### src/rtl/rc5_key_loader.sv
// RC5 key byte-to-word loader: streams K[b-1..0] from a synchronous key RAM and
// writes the packed words L[c-1..0] to the L RAM, highest address first.
module rc5_key_loader #(
   parameter int W     = 32,
   parameter int B_LEN = 8,
   parameter int C_LEN = 6
) (
   input  logic             clk,
   input  logic             rst,
   input  logic             start,
   input  logic [B_LEN-1:0] key_len,
   output logic [B_LEN-1:0] key_addr,
   input  logic [7:0]       key_byte,
   output logic             L_we,
   output logic [C_LEN-1:0] L_addr,
   output logic [W-1:0]     L_data,
   output logic             busy,
   output logic             done,
   output logic [2:0]       o_dbg_state
);

   localparam int               U_LG     = $clog2(W / 8);
   localparam logic [B_LEN-1:0] LOW_MASK = B_LEN'((W / 8) - 1);

   typedef enum logic [2:0] {
      S_IDLE   = 3'd0,
      S_ZERO   = 3'd1,
      S_STREAM = 3'd2,
      S_DRAIN  = 3'd3,
      S_FIN    = 3'd4
   } state_t;

   state_t             r_state;
   logic [B_LEN-1:0]   r_key_addr;
   logic [B_LEN-1:0]   r_j;
   logic               r_valid;
   logic [W-1:0]       r_acc;
   logic               r_L_we;
   logic [C_LEN-1:0]   r_L_addr;
   logic [W-1:0]       r_L_data;
   logic               r_busy;
   logic               r_done;

   logic [W-1:0]       w_acc_next;
   logic               w_word_end;
   logic [C_LEN-1:0]   w_word_idx;

   // The byte arriving now belongs to index r_j, issued one cycle earlier.
   assign w_acc_next = {r_acc[W-9:0], key_byte};
   assign w_word_end = (r_j & LOW_MASK) == '0;
   assign w_word_idx = C_LEN'(r_j >> U_LG);

   always_ff @(posedge clk or negedge rst) begin
      if (!rst) begin
         r_state    <= S_IDLE;
         r_key_addr <= '0;
         r_j        <= '0;
         r_valid    <= 1'b0;
         r_acc      <= '0;
         r_L_we     <= 1'b0;
         r_L_addr   <= '0;
         r_L_data   <= '0;
         r_busy     <= 1'b0;
         r_done     <= 1'b0;
      end else begin
         r_L_we <= 1'b0;
         r_done <= 1'b0;

         if (r_valid) begin
            r_valid <= 1'b0;
            if (w_word_end) begin
               r_L_we   <= 1'b1;
               r_L_addr <= w_word_idx;
               r_L_data <= w_acc_next;
               r_acc    <= '0;
            end else begin
               r_acc <= w_acc_next;
            end
         end

         // Issue side; the assignments here override the defaults above.
         case (r_state)
            S_IDLE: begin
               if (start) begin
                  r_acc  <= '0;
                  r_busy <= 1'b1;
                  if (key_len == '0) begin
                     r_state  <= S_ZERO;
                     r_L_we   <= 1'b1;
                     r_L_addr <= '0;
                     r_L_data <= '0;
                  end else begin
                     r_state    <= S_STREAM;
                     r_key_addr <= key_len - B_LEN'(1);
                  end
               end
            end
            S_STREAM: begin
               r_valid <= 1'b1;
               r_j     <= r_key_addr;
               if (r_key_addr == '0) begin
                  r_state <= S_DRAIN;
               end else begin
                  r_key_addr <= r_key_addr - B_LEN'(1);
               end
            end
            S_ZERO: begin
               r_state <= S_FIN;
               r_busy  <= 1'b0;
               r_done  <= 1'b1;
            end
            S_DRAIN: begin
               // One cycle absorbs byte 0, the next lets the L[0] write land.
               if (!r_valid) begin
                  r_state <= S_FIN;
                  r_busy  <= 1'b0;
                  r_done  <= 1'b1;
               end
            end
            S_FIN: begin
               r_state <= S_IDLE;
            end
            default: begin
               r_state <= S_IDLE;
            end
         endcase
      end
   end

   assign key_addr    = r_key_addr;
   assign L_we        = r_L_we;
   assign L_addr      = r_L_addr;
   assign L_data      = r_L_data;
   assign busy        = r_busy;
   assign done        = r_done;
   assign o_dbg_state = r_state;

endmodule

### config.mk
export PLATFORM = sky130hd
export DESIGN_NAME = rc5_key_loader
export DESIGN_NICKNAME = d
export VERILOG_FILES = /design/src/rtl/rc5_key_loader.sv
export SDC_FILE = /design/constraint.sdc
export NUM_CORES = 1
export LEC_CHECK = 0
export BUFFER_PORTS_ARGS = -buffer_cell sky130_fd_sc_hd__buf_2
export CORE_UTILIZATION = 40
export CTS_BUF_LIST = sky130_fd_sc_hd__clkbuf_8 sky130_fd_sc_hd__clkbuf_16
export CTS_CLUSTER_DIAMETER = 120
export DETAILED_ROUTE_END_ITERATION = 16
export GPL_TIMING_DRIVEN = 0
export HOLD_SLACK_MARGIN = 0.15
export PLACE_DENSITY = 0.6
export SLEW_MARGIN = 20
export SYNTH_ARGS = -nofsm -noshare
export SYNTH_HDL_FRONTEND = slang
export SYNTH_SLANG_ARGS = --single-unit
export TNS_END_PERCENT = 50
### constraint.sdc
create_clock -name clk -period 7.2 [get_ports clk]
set_input_delay 0.36 -clock clk [delete_from_list [all_inputs] [get_ports clk]]
set_output_delay 0.36 -clock clk [all_outputs]
set_load 0.005 [all_outputs]
==> results of run 1 <==
## kinds of logic (layout without fill, tap and decap cells)
logic type / Yosys count / after routing / synth area share (%)
compound gates: 37 / 37 / 7.03
xor+xnor: 1 / 1 / 0.238
fa+ha+maj: 1 / 1 / 0.340
buf+inv: 27 / 114 / 3.12
flops: 85 / 85 / 57.7
mux: 63 / 63 / 17.2
simple gates: 118 / 118 / 14.3
## cell usage after synthesis (all sizes together), types with 3 or more instances
cell	number
o22ai	5
or4	4
buf	9
a21oi	5
nand3	3
inv	7
nand2	24
a32o	3
dfrtp	85
mux2i	62
nor4	3
o21ai	9
a21boi	4
nor2	65
or2	4
nor3	4
clkbuf	11
## worst max-delay path, delay by kind of cell, from the launching register on
| family | cells | cell delay, ns |
|---|---|---|
| compound gates | 3 | 0.65 |
| fa+ha+maj | 1 | 0.32 |
| buf+inv | 2 | 0.44 |
| flops | 1 | 0.38 |
| simple gates | 3 | 1.28 |
## worst max path at each step
stage                         startpoint     endpoint  slack (ns)  cells past startpoint
after floorplan           o_dbg_state[0]  key_addr[6]        4.35                      9
after global placement    o_dbg_state[0]  key_addr[6]        4.07                      9
after detailed placement  o_dbg_state[0]  key_addr[6]        4.05                      9
after CTS                 o_dbg_state[0]  key_addr[6]        4.01                      9
after global routing      o_dbg_state[0]  key_addr[6]        3.67                     11
final                     o_dbg_state[0]  key_addr[6]        3.98                      9
## power breakdown
part	switching [mW]	leakage (nW)	internal (mW)	total, mW
registers	0.150	1.05	0.692	0.842
logic	0.452	1.04	0.398	0.850
clock network	0.177	0.101	0.162	0.339
total	0.779	2.20	1.25	2.03
## metrics by stage
stage | area, sq um | worst slack [ns] | utilization, % | power [mW] | cells
global placement | 4170 | 4.07 | 47.3 | 1.68 | 509
detailed placement | 4200 | 4.05 | 47.6 | 1.71 | 510
CTS | 4400 | 4.01 | 50.0 | 2.06 | 527
finish | 4400 | 3.98 | 50.0 | 2.03 | 527
global route | 4400 | 3.67 | 50.0 | 2.20 | 527
floorplan | 3680 | 4.35 | - | 1.40 | 332
## final cells by class
| class | instances | area share, % |
|---|---|---|
| clock buffers | 9 | 2.81 |
| repair buffers | 71 | 8.75 |
| flip-flops and latches | 85 | 48.3 |
| well taps | 108 | 3.07 |
| multi-input cells | 220 | 32.8 |
| inverters | 7 | 0.597 |
| clock inverters | 7 | 1.65 |
| plain buffers | 20 | 2.02 |
## state kept, by name, indices dropped and copies added (netlist names)
| name | count |
|---|---|
| o_dbg_state | 3 |
| r_j | 8 |
| r_valid | 1 |
| L_data | 32 |
| key_addr | 8 |
| r_acc | 24 |
| L_we | 1 |
| L_addr | 6 |
| busy | 1 |
| done | 1 |
## layer usage
layer  GRT usage, %  routed length, um  vias to the layer above
met4           6.76                132                        0
met3           3.01                304                       12
met1           26.7               4030                     1340
li1               -                  -                     1310
met2           27.6               3820                       62
met5              0                  0                        -
==> results.md, run 1 <==
* Worst VDD drop at 0.187 mV
* R2R Path End: key_addr[6]
* First-pass GRT wire length at 13.8 mm
* Flop2flop setup slack at 3.98 ns
* Synthesis Warnings at 0
* Cell Rows at 34
* Area of the multi-input gates at ~1400 sq um
* Most frequent cells in the layout: 85 x dfrtp_1, 73 x buf_2, 65 x nor2_1
* Hold WS at between 0.2 and 0.3 ns
* Fill count at approximately 820
* Synthesized area at 3680 sq um
* Worst r2r src: o_dbg_state[0]
* HPWL after DPL at 5.81 mm
* Fraction of the yosys area taken by sequential cells at 57.7%
* RePlAce Congestion at 0.845
* Setup TNS Final at 0 ns
* Final min period at 3.22 ns
* CP cell instances: clkbuf_1 -> or3b_2 -> clkbuf_1 -> a21boi_0 -> ha_1 -> or3b_2 -> or2_2 -> o31ai_1 -> a222oi_1
* GRT Overall Usage at 18.4%
* Largest net degree at the start of global routing at 58
* Post-synthesis net count at ~350
* CP endpoint kind: register
* Root buffer cell: clkbuf_8
* Num CTS Buffers at 9
* Final Cycle Share at 44.7%
* Die area at 9600 sq um
* Area Growth Syn to Fin at 19.5%
* Worst clock skew at between 0.015 and 0.02 ns
* Clock Tree Buf Depth at 2
* DRT antenna net count at 0
* CP arrival at 3.42 ns
* Prevailing post-synth register cell: dfrtp_1
* Max Fanout on Critical Path at 10
* Final Hold Fails at 0
* Port bufs at 69
* WHS Endpoint: r_acc[0]
* Fmax at a little over 300 MHz
* H-tree levels at 3
* Synth top area cells: dfrtp_1 58%, mux2i_1 17%, nor2_1 6.6%, nand2_1 2.4%, o21ai_0 1.2%
* Critical Path Slowest Stage Cell: or3b_2
* Starting DRT DRC Count at 163
* R2R cell count at 9
* CTS tree: yes
* Initial antenna violation count at 0
* Die Y at between 90 and 100 um
* Slew @ Worst Pin at 0.809 ns
* Register area at 2130 sq um
* CP max stage delay at between 0.4 and 0.5 ns
* DR DRC count at 1
* Routed vias/inst at 5.17
* Syn Inst Count at 332
* DR pass1 iterations at 10
* Core ar. at 8810 sq um
* Postcts setup bufs at 0
* PD cells at 461 nW/um^2
* Starting Density at between 40% and 50%
* Worst setup SP type: register
* Hold wc startpoint: key_byte[0]
* Synth area leader: dfrtp_1
* P_leak at 2.20 nW
* Overall die width at 98.0 um
* Hold WC Path Type: input pin to register
* Sink Count at 85
* Synth Register Bits at 85
* Antenna cells at 0
* Routed wire length at 8.29 mm
* CTS clk-pin slew, worst paths at 0.10 ns
* Syn_area_per_cell at roughly 11 sq um
* Vias in the first global route at 2727
* Relative slew slack at 46.0%
* Number of synthesized flops with an enable pin at 0
* Slew Limit Fails at 0
* Worst hold stages at 3
* GRT overflow at 0
* Cell variety after synth at 41
* Most common cell after layout, fill and taps aside: dfrtp_1
* Endpoints failing setup at 0
* Crit Path Class: register to register
* Max cap viols at 0
* Asr flop ratio synth at 100%
* NumNets Final at 434
* Avg WL per Cell at 15.7 um
* Worst skew pair latency at between 0.3 and 0.4 ns
* Violated checks: design-rule violations
* Status: complete, but fails checks
* Proportion of netlist area held by the largest area contributor at between 50% and 60%
* Share of cells above drive strength 1 at 24.1%
* Cts hold-fix bufs at 1
* Vias at 2724
* # IOs at 71
* Post-CTS sizing at 0
* Data required, critical path at 7.40 ns
* RSZ-0062 raised after global routing: false
Note: power is estimated with default switching activity, not from simulation.
==> run 2, diff against run 1 <==
==> constraint.sdc (replaced) <==
create_clock -name clk -period 3 [get_ports clk]
set_input_delay 0.15 -clock clk [delete_from_list [all_inputs] [get_ports clk]]
set_output_delay 0.15 -clock clk [all_outputs]
set_load 0.005 [all_outputs]
==> run 2 against run 1 <==
  * The flow still finishes with violations (design-rule violations)
  * Maximum frequency grew 14%
  * Clock skew down 0.0032 ns
  * Register-to-register slack lost 3.8 ns
  * Via count up 3.0%
  * Core utilization rose by 1.6 points
==> results.md, run 2 (synthesis results as in run 1) <==
* Status: complete, but fails checks
* Violated checks: design-rule violations
* Data required, critical path at 3.20 ns
* Routed vias/inst at 5.19
* Worst setup SP type: register
* Clock power share at ~16%
* Antenna cells at 0
* Final min period at roughly 2.8 ns
* Endpoints failing setup at 0
* Final Cycle Share at 94.5%
* Fill count at 806
* Avg WL per Cell at 15.6 um
* CTS tree: yes
* Num CTS Buffers at 9
* Share of cells above drive strength 1 at a little over a quarter
* Fin util at 51.6%
* Fmax at roughly 350 MHz
* Slew Limit Fails at 0
* Sequential Power Share at 40.9%
* Port bufs at 69
* Relative slew slack at ~46%
* Worst VDD drop at 0.457 mV
* First-pass GRT wire length at 13.9 mm
* H-tree levels at 3
* Die area at 9600 sq um
* Slew @ Worst Pin at 0.810 ns
* Total Power at between 4 and 5 mW
* Most frequent cells in the layout: 82 x dfrtp_1, 75 x buf_2, 65 x nor2_1
* Initial antenna violation count at 0
* DRT antenna net count at 0
* Int Pwr at 3.07 mW
* CTS clk-pin slew, worst paths at 0.08 ns
* Max Fanout on Critical Path at 11
* HPWL after DPL at 5.81 mm
* Die Y at around 100 um
* Worst clock skew at 0.0124 ns
* # IOs at 71
* Most common cell after layout, fill and taps aside: dfrtp_1
* Max reg flops at 32
* DR pass1 iterations at 10
* Vias at 2807
* GRT Overall Usage at 18.5%
* PD cells at 1090 nW/um^2
* Root buffer cell: clkbuf_8
* Sink Count at 85
* Crit Path Class: register to register
* Logic gate share of total power at a little over two fifths
* Overall die width at 98.0 um
* P_leak at 2.26 nW
* Area of the multi-input gates at 1450 sq um
* Vias in the first global route at 2758
* Starting Density at 41.8%
* GRT overflow at 0
* Area Growth Syn to Fin at 23.4%
* CP arrival at 3.04 ns
* CP endpoint kind: register
* RePlAce Congestion at around 0.85
* Starting DRT DRC Count at 150
* NumNets Final at around 450
* Largest net degree at the start of global routing at 58
* Core ar. at 8810 sq um
* Routed wire length at 8.45 mm
* Clock Tree Buf Depth at 2
* Hold WC Path Type: input pin to register
* DR DRC count at 1
* Final Hold Fails at 0
* Sw Share at 38.1%
* Register area at 2130 sq um
* Max cap viols at 0
* Worst skew pair latency at between 0.3 and 0.4 ns
* Cell Rows at 34
* Switching power at ~1.9 mW
run 2: cell count changes in the layout (fill, tap and decap cells not counted), moves of 2 or more:
cell	before	now
dfrtp_1	85	82
a21boi_0	4	2
dlygate4sd3_1	1	10
clkbuf_1	11	9
dfrtp_2	0	3
buf_2	73	75
buf_4	1	7
run 2: worst max-delay path, stage by stage, from the launching register on:
cell and delay [ns]:
dfrtp_2 0.48, or3b_2 0.47, buf_2 0.20, a21boi_1 0.21, ha_2 0.23, or3b_2 0.47
or2_2 0.30, o31ai_1 0.22, a222oi_1 0.11
run 2: what timing repair did:
item | 4_1_cts | 5_1_grt
endpoints found under the setup margin | 2 | 2
gates cloned | 0 | 0
setup buffers | 0 | 6
resized for setup | 2 | 10
pin swaps | 0 | 2
hold buffers | 10 | 0
hold endpoints to repair | 97 | 0
run 2: power groups by stage:
stage	clock (mW)	sequential, mW	combinational [mW]
after detailed placement	0	2.04	2.06
after global placement	0	2.03	2.01
after global routing	0.882	2.10	2.40
after floorplan	0	1.98	1.38
final	0.813	2.03	2.12
after CTS	0.837	2.03	2.07
run 2: routing by layer:
metal	vias to the layer above	track usage (%)	part of all wire, %
li1	1339	-	-
met4	0	6.76	1.5
met5	-	0	0
met2	59	28.0	46
met3	10	3.01	3.4
met1	1399	26.8	49
run 2: cell type report:
| class | instances | area share [%] |
|---|---|---|
| flip-flops and latches | 85 | 46.9 |
| multi-input cells | 220 | 31.9 |
| repair buffers | 86 | 11.5 |
| well taps | 108 | 2.97 |
| clock buffers | 9 | 2.73 |
| plain buffers | 19 | 1.93 |
| clock inverters | 7 | 1.60 |
| inverters | 7 | 0.578 |
run 2: final timing paths:
| kind | from | to | slack [ns] | cells after the start |
|---|---|---|---|---|
| worst max-delay path | o_dbg_state[0] | key_addr[6] | 0.16 | 8 |
| worst min-delay path | start | busy | 0.20 | 3 |
| worst max register to register | o_dbg_state[0] | key_addr[6] | 0.16 | 8 |
| worst min register to register | r_j[7] | r_j[7] | 0.48 | 2 |
| max in group asynchronous | rst | o_dbg_state[1] | 2.08 | 3 |
| min in group asynchronous | rst | L_data[22] | 0.28 | 2 |
run 2: through the flow:
step / instance area (sq um) / hold WS, ns / worst slack, ns / setup TNS (ns) / instances
floorplan: 3680 / -0.146 / 0.151 / 0 / 332
global placement: 4170 / 0.414 / -0.134 / -0.194 / 509
detailed placement: 4200 / 0.119 / -0.154 / -0.236 / 510
CTS: 4490 / 0.183 / 0.0135 / 0 / 535
global route: 4550 / 0.213 / -0.0298 / -0.0298 / 541
finish: 4550 / 0.195 / 0.164 / 0 / 541
